$ cat config.mk
export PLATFORM = sky130hd
export DESIGN_NAME = reg_load_arbiter_flat
export DESIGN_NICKNAME = d
export VERILOG_FILES = /design/src/rtl/reg_load_arbiter_if.sv /design/src/rtl/reg_load_arbiter.sv /design/src/flat_wrapper.sv
export SDC_FILE = /design/constraint.sdc
export NUM_CORES = 1
export LEC_CHECK = 0
export ABC_AREA = 1
export CORE_MARGIN = 2
export CORE_UTILIZATION = 39
export CTS_BUF_LIST = sky130_fd_sc_hd__clkbuf_2
export CTS_CLUSTER_SIZE = 8
export DETAILED_ROUTE_END_ITERATION = 10
export GPL_TIMING_DRIVEN = 1
export PLACE_DENSITY_LB_ADDON = 0.3
export REMOVE_ABC_BUFFERS = 1
export SYNTH_ARGS = -nofsm -noshare
export SYNTH_HDL_FRONTEND = slang
export SYNTH_SLANG_ARGS = --single-unit
$ cat constraint.sdc
create_clock -name clock -period 1.8 [get_ports clock]
set_clock_uncertainty 0.2 [all_clocks]
set_input_delay 0.27 -clock clock [delete_from_list [all_inputs] [get_ports clock]]
set_output_delay 0.27 -clock clock [all_outputs]
set_load 0.005 [all_outputs]
$ cat src/rtl/reg_load_arbiter_if.sv
// Write-request bundle between four register write sources and the arbiter.
// Requesters drive req/data_in; the arbiter returns grant/load/done/busy and the stored value.
interface reg_load_arbiter_if #(
  parameter int BUS_WIDTH = 8
);
  logic [3:0]             req;
  logic [4*BUS_WIDTH-1:0] data_in;
  logic [3:0]             grant;
  logic                   load;
  logic                   done;
  logic                   busy;
  logic [BUS_WIDTH-1:0]   out;

  modport master (
    output req,
    output data_in,
    input  grant,
    input  load,
    input  done,
    input  busy,
    input  out
  );

  modport slave (
    input  req,
    input  data_in,
    output grant,
    output load,
    output done,
    output busy,
    output out
  );
endinterface

$ cat src/rtl/reg_load_arbiter.sv
// Round-robin arbiter sharing one load-enabled register among four writers; grant 1 cycle after req,
// out updates 1 cycle later; the owner holds the block in ACK (others stall) until it drops req.
module reg_load_arbiter #(
  parameter int BUS_WIDTH = 8
) (
  input logic              clock,
  input logic              reset_n,
  reg_load_arbiter_if.slave bus
);

  typedef enum logic [1:0] {IDLE, GRANT, ACK} state_t;

  state_t               state_q, state_d;
  logic [3:0]           grant_q, grant_d;
  logic [1:0]           last_q, last_d;
  logic [1:0]           pick;
  logic                 found;
  logic [BUS_WIDTH-1:0] out_q;
  logic                 load;

  // Scan from the requester after the last winner, wrapping mod 4.
  always_comb begin
    pick  = last_q;
    found = 1'b0;
    for (int k = 1; k <= 4; k++) begin
      if (!found && bus.req[last_q + 2'(k)]) begin
        found = 1'b1;
        pick  = last_q + 2'(k);
      end
    end
  end

  always_ff @(posedge clock or negedge reset_n) begin
    if (!reset_n) begin
      state_q <= IDLE;
      grant_q <= 4'b0000;
      last_q  <= 2'd3;
    end else begin
      state_q <= state_d;
      grant_q <= grant_d;
      last_q  <= last_d;
    end
  end

  // last_q doubles as the granted index while in GRANT/ACK.
  always_comb begin
    state_d = state_q;
    grant_d = grant_q;
    last_d  = last_q;
    case (state_q)
      IDLE: begin
        if (found) begin
          grant_d = 4'b0001 << pick;
          last_d  = pick;
          state_d = GRANT;
        end
      end
      GRANT: state_d = ACK;
      ACK: begin
        if (!bus.req[last_q]) begin
          grant_d = 4'b0000;
          state_d = IDLE;
        end
      end
      default: begin
        grant_d = 4'b0000;
        state_d = IDLE;
      end
    endcase
  end

  assign load = (state_q == GRANT);

  // Shared storage register: plain load-enabled D flip-flop behind the input mux.
  always_ff @(posedge clock or negedge reset_n) begin
    if (!reset_n) begin
      out_q <= '0;
    end else if (load) begin
      out_q <= bus.data_in[last_q*BUS_WIDTH +: BUS_WIDTH];
    end
  end

  assign bus.grant = grant_q;
  assign bus.load  = load;
  assign bus.done  = (state_q == ACK);
  assign bus.busy  = (state_q != IDLE);
  assign bus.out   = out_q;

endmodule

$ cat src/flat_wrapper.sv
// flat-port wrapper written by rule: the top's interface ports become plain ports
module reg_load_arbiter_flat 
#(
  parameter int BUS_WIDTH = 8
)
  (clock, reset_n, bus_req, bus_data_in, bus_grant, bus_load, bus_done, bus_busy, bus_out);
  reg_load_arbiter_if #(.BUS_WIDTH(BUS_WIDTH)) bus_i ();
  input logic clock;
  input logic reset_n;
  input wire logic [$bits(bus_i.req)-1:0] bus_req;
  input wire logic [$bits(bus_i.data_in)-1:0] bus_data_in;
  output wire logic [$bits(bus_i.grant)-1:0] bus_grant;
  output wire logic [$bits(bus_i.load)-1:0] bus_load;
  output wire logic [$bits(bus_i.done)-1:0] bus_done;
  output wire logic [$bits(bus_i.busy)-1:0] bus_busy;
  output wire logic [$bits(bus_i.out)-1:0] bus_out;
  assign bus_i.req = bus_req;
  assign bus_i.data_in = bus_data_in;
  assign bus_grant = bus_i.grant;
  assign bus_load = bus_i.load;
  assign bus_done = bus_i.done;
  assign bus_busy = bus_i.busy;
  assign bus_out = bus_i.out;
  reg_load_arbiter #(.BUS_WIDTH(BUS_WIDTH)) u_core (.clock(clock), .reset_n(reset_n), .bus(bus_i));
endmodule
After elaboration in Yosys (flattened, before gate mapping) --
Cells that the tools add are included.
Word-level totals: bits in registers 16, bits in latches 0, RAM bits 0, memory bits (read-only) 0, bits of input ports 38, output and inout port bits 15, word-level logic and storage cells 51, memories 0
Cells by class: add/subtract/negate cells 3, multipliers 0, divide/modulo/power cells 0, $lt $le $gt $ge 4, equal/unequal tests 4, shift operators 2, muxes and demuxes 22, bitwise operators 1, reduce and logical (&&, ||, !) cells 11
Operators with widths (count):
- 32-bit by 6-bit indexed part select with 8-bit output | 1
- 2-bit by 3-bit less-than comparator with 1-bit output (second input constant) | 4
- 2-bit 2-to-1 mux | 6
- 4-bit case mux with 3 select lines | 1
- 1-bit binary-select mux with 2-bit select | 4
- 1-bit 2-to-1 mux | 8
- 4-bit 2-to-1 mux | 2
- 2-bit case mux with 3 select lines | 1
- 2-bit adder (second input constant) | 2
- 2-bit AND reduction | 2
- 1-bit by 2-bit << shifter with 4-bit output (first input constant) | 1
- 1-bit logical AND | 3
- 1-bit zero test | 3
- 3-bit AND reduction | 1
- 2-bit by 1-bit adder with 2-bit output (second input constant) | 1
- 2-bit by 1-bit equality test with 1-bit output (second input constant) | 1
- 2-bit equality test (second input constant) | 1
- 2-bit zero test | 1
- 2-bit by 1-bit != test with 1-bit output (second input constant) | 1
- 2-bit != test (second input constant) | 1
- 2-bit nonzero test | 1
- 1-bit NOT | 1

Depth between registers and ports, before layout --
depth after elaboration 16, depth in mapped cells 13, mapped depth without buffers 12

Least setup slack after synthesis --
OpenSTA, ideal clock, no wires.
path type register to register, start point reg u_core.last_q[1], end point reg u_core.grant_q[3] (netlist: u_core.bus.grant[3]), setup time 0.116 ns, data arrival time 1.363 ns, data required time 1.484 ns, path slack 0.120 ns, stages on the path, launching flop included 13, path buffers 1, clock period less this slack 1.680 ns, cell sequence dfstp_2 > buf_6 > inv_4 > nand2_2 > nand2_4 > nand2_4 > nand2_4 > nor2_4 > nand3_4 > nand2_4 > nor2_2 > nand2_1 > nand2_1
On the way: longest elaborated chain between the ends 16, elaborated cells on any way between the ends 31, those cells by class 3 x add/sub; 2 x eq/ne; 1 x shift; 18 x mux; 7 x reduce/logical
Ends and longest elaborated chain:
- start, declared | line reg_load_arbiter.sv:15 | logic [1:0] last_q, last_d;
- start signal, assigned | line reg_load_arbiter.sv:41 | last_q <= last_d;
- 2-bit by 1-bit adder with 2-bit output | line reg_load_arbiter.sv:26, reg_load_arbiter.sv:28
- 1-bit binary-select mux with 2-bit select | line reg_load_arbiter.sv:26 | if (!found && bus.req[last_q + 2'(k)]) begin
- 1-bit 2-to-1 mux (implied by the code) | line reg_load_arbiter.sv:26
- 1-bit 2-to-1 mux | line reg_load_arbiter.sv:26
- 1-bit zero test | line reg_load_arbiter.sv:26
- 1-bit logical AND | line reg_load_arbiter.sv:26
- 1-bit 2-to-1 mux | line reg_load_arbiter.sv:26
- 1-bit zero test | line reg_load_arbiter.sv:26
- 1-bit logical AND | line reg_load_arbiter.sv:26
- 1-bit 2-to-1 mux | line reg_load_arbiter.sv:26
- 1-bit zero test | line reg_load_arbiter.sv:26
- 1-bit logical AND | line reg_load_arbiter.sv:26
- 2-bit 2-to-1 mux | line reg_load_arbiter.sv:26
- 1-bit by 2-bit << shifter with 4-bit output | line reg_load_arbiter.sv:53 | grant_d = 4'b0001 << pick;
- 4-bit 2-to-1 mux | line reg_load_arbiter.sv:52 | if (found) begin
- 4-bit case mux with 3 select lines | line reg_load_arbiter.sv:50 | case (state_q)
- end signal, assigned | line reg_load_arbiter.sv:40 | grant_q <= grant_d;
- end, declared | line reg_load_arbiter.sv:14 | logic [3:0] grant_q, grant_d;
Parallel ways exist; a longest one is shown, timed or not. The select of a mux whose other input is x is not followed. A chain may end at the register's enable or synchronous reset.

Worst setup path after layout --
start point reg u_core.last_q[0], end point reg u_core.grant_q[0] (netlist: u_core.bus.grant[0])
The elaborated chain is that of the path after synthesis.

==> summary.md <==
| Metric | Value |
|---|---|
| Die Wd | 58.95 um |
| Root Buffer | clkbuf_2 |
| Max cap viols | 0 |
| CTS Buffer Depth | 2 |
| Synthesis Warnings | 0 |
| Final setup fails | 6 |
| Non-Filler Instances | 274 |
| Critical-path maximum fanout | 8 |
| Nets | 282 |
| I/O pins | 53 |
| 1st-iter DRT viols | 49 |
| Status | complete, but fails checks |
| Share of layout cells above drive strength 1 | 25.93% |
| Number of library cell types mapped by synthesis | 24 |
| Vias in the first global route | 1380 |
| Number of clock sinks | 16 |
| Port Buffers | 52 |
| Core Footprint | 0.002805 mm2 |
| Endpoints failing hold | 0 |
| H-tree depth | 1 |
| Mean routed wirelength per cell | 11.48 um |
| Post-route DRC violation count | 2 |
| R2R depth | 11 |
| Total number of vias | 1339 |
| Gr ovfl total | 0 |
| CP startpoint kind | flop |
| Die Footprint | between 0.003 and 0.004 mm2 |
| Vias per inst | roughly 4.9 |
| Synth area leaders | dfrtp_1 (30%), nand2_1 (24%), nand2_2 (5.3%) |
| Adder-cell share of the synthesized area | 0% |
| Total track usage | 20.42% |
| FP Rows | 19 |
| Maximum VDD drop | just under 700 uV |
| Largest family of logic cells by synthesized area | simple AND/OR/NAND/NOR gates |
| DP HPWL | approximately 2.5 mm |
| Initial core utilization | between 40% and 50% |
| Post-synth top area cell | dfrtp_1 |
| Rel. slew slack | 82.33% |
| Crit path arrival time | 1.88 ns |
| Setup TNS | -0.3589 ns |
| FF+latch count, synth | 16 |
| Clock-pin slew on the worst setup and hold paths | 0.16 ns |
| Die height | 58.95 um |
| Simple-gate share of the synthesized area | 46.23% |
| Failing checks | design-rule violations, negative setup slack |
| Post-Synth XOR/XNOR Area | 0% |
| Fillcell total | 245 |
| RR Endpoint | u_core.bus.grant[0] |
| Layout overhead on the synthesized area | 65.36% |
| Compound-gate portion of the synthesized area | 11.26% |
| Worst EP required | around 1.8 ns |
| Post-synth top area share | between 20% and 30% |
| CTS tree | done |
| Initial DRT Pass Iterations | 9 |
| Tmin final | 1.875 ns |
| Dpl ws | -0.09468 ns |
| Mean post-synth cell area | approximately 7.0 um2 |
| Largest net degree at the start of global routing | 17 |
| Post-DRT Antenna Nets | 0 |
| Mapped Cells | 169 |
| Period utilization | 104.2% |
| RSZ-0062 raised after global routing | true |
| Initial antenna violation count | 0 |
| Mapped Area | 0.001177 mm2 |
| Static leakage | 0.9510 nW |
| First-pass GRT wire length | 5.526 mm |
| Reg-to-reg slack, setup | -0.08 ns |
| PwrDens | ~1800 mW/mm2 |
| Worst r2r src | u_core.last_q[0] |
| Final Max Tran Viols | 0 |
| Mux share of post-synthesis cell area | 0% |
| Seq/Total Area, Yosys | 34.22% |
| Worst setup margin | -0.07536 ns |
| TritonCTS Buffers | 3 |
| Worst-Margin Slew | 0.2647 ns |
| Cell count after placement | 262 |
| Routed WL | 3.146 mm |
| Highest clock rate | around 530 MHz |
| ANT cells | 0 |
| Worst-Skew Late Latency | 0.28 ns |
| Crit path capture type | flop |
| Final Wtd Congestion | 0.8299 |
| Setup Crit Path Kind | reg2reg |
| Final Core Density | 69.40% |
| Hold Path Class | in2async |
layout make-up:
type                       instances  area (um2)  area share, %
multi-input combinational        132       732.0          37.60
sequential                        16       402.9          20.69
clock inverter                     1       3.754         0.1928
inverter                          18       76.32          3.920
tap                               31       38.79          1.992
timing repair buffer              73       678.2          34.83
clock buffer                       3       15.01         0.7712
critical path, cell delays in order (launching register included):
cell and delay (ns):
dfstp_2 0.67, inv_4 0.09, nand2_2 0.10, nand2_4 0.07
nand2_2 0.08, nand2_4 0.09, nor2_4 0.12, nand3_4 0.10
nand2_4 0.11, nor2_4 0.05, nand2_1 0.06, nand2_1 0.05
stage by stage:
step	area (um2)	hold WS [ns]	power, mW
3_3_place_gp	1807	0.2655	2.951
4_1_cts	1912	0.06924	3.335
2_1_floorplan	1150	-0.2256	2.104
5_1_grt	1947	0.06530	3.755
6_report	1947	0.06753	3.421
3_5_place_dp	1807	0.2751	2.973
synthesized netlist by cell type (all sizes together):
library cell,count
inv,18
a41oi,2
o21bai,2
nand4,3
dfrtp,14
dfstp,2
nand2,88
a22oi,8
nand3,12
nor2,12
a31oi,3
a21oi,1
o21ai,1
buf,3
registers in the layout, summed over array words and instances, names as in the netlist:
| register | flops |
|---|---|
| u_core.bus.grant | 4 |
| u_core.bus.out | 8 |
| u_core.state_q | 2 |
| u_core.last_q | 2 |
how the worst max path moves through the flow:
stage | start | end | slack, ns | depth (start not counted)
after floorplan | u_core.last_q[0] | u_core.bus.grant[3] | 0.03 | 11
after global placement | bus_req[3] | u_core.bus.grant[2] | -0.08 | 12
after detailed placement | bus_req[3] | u_core.bus.grant[2] | -0.09 | 12
after CTS | u_core.last_q[0] | u_core.bus.grant[0] | -0.08 | 11
after global routing | u_core.last_q[0] | u_core.bus.grant[2] | -0.20 | 12
final | u_core.last_q[0] | u_core.bus.grant[0] | -0.08 | 11
power breakdown:
| group | internal [mW] | switching, mW |
|---|---|---|
| combinational | 1.20 | 1.36 |
| clock | 0.0483 | 0.117 |
| sequential | 0.549 | 0.145 |
layer usage:
| layer | track usage, % | routed length (um) |
|---|---|---|
| met1 | 24.31 | 1327 |
| met5 | 0 | 0 |
| met3 | 5.055 | 224 |
| met2 | 36.83 | 1575 |
| met4 | 4.545 | 19 |
kinds of logic (layout without fill, tap and decap cells):
logic type,Yosys count,count (layout)
compound gates,17,17
buf+inv,21,95
flops,16,16
simple gates,115,115
cell usage in the layout (no fill, tap or decap):
| master | netlist | final |
|---|---|---|
| a31oi_1 | 3 | 3 |
| buf_2 | 1 | 1 |
| dfstp_2 | 2 | 2 |
| dlygate4sd2_1 | 0 | 2 |
| clkbuf_2 | 0 | 3 |
| buf_4 | 0 | 19 |
| clkdlybuf4s50_1 | 0 | 49 |
| nand2_4 | 4 | 7 |
| inv_4 | 1 | 2 |
| nor2_4 | 2 | 2 |
| a41oi_1 | 2 | 2 |
| nand3_1 | 10 | 10 |
| nor2_2 | 1 | 5 |
| o21bai_1 | 1 | 1 |
| clkinv_1 | 0 | 1 |
| a22oi_1 | 8 | 5 |
| a21oi_1 | 1 | 1 |
| nor2_1 | 9 | 5 |
| nand4_1 | 3 | 3 |
| inv_2 | 3 | 3 |
| buf_6 | 2 | 2 |
| nand2_2 | 10 | 10 |
| clkinvlp_4 | 0 | 1 |
| o21ai_0 | 1 | 1 |
| nand3_4 | 1 | 2 |
| o21bai_4 | 1 | 1 |
| inv_1 | 14 | 12 |
| dfrtp_1 | 14 | 14 |
| nand2_1 | 74 | 71 |
| a22oi_2 | 0 | 3 |
timing repair:
action | 4_1_cts | 5_1_grt
endpoints found under the setup margin | 10 | 14
setup buffers | 8 | 0
endpoints found under the hold margin | 0 | 0
resized for setup | 14 | 11
hold buffers | 0 | 0
pin swaps | 4 | 2
Note: power is estimated with default switching activity, not from simulation.
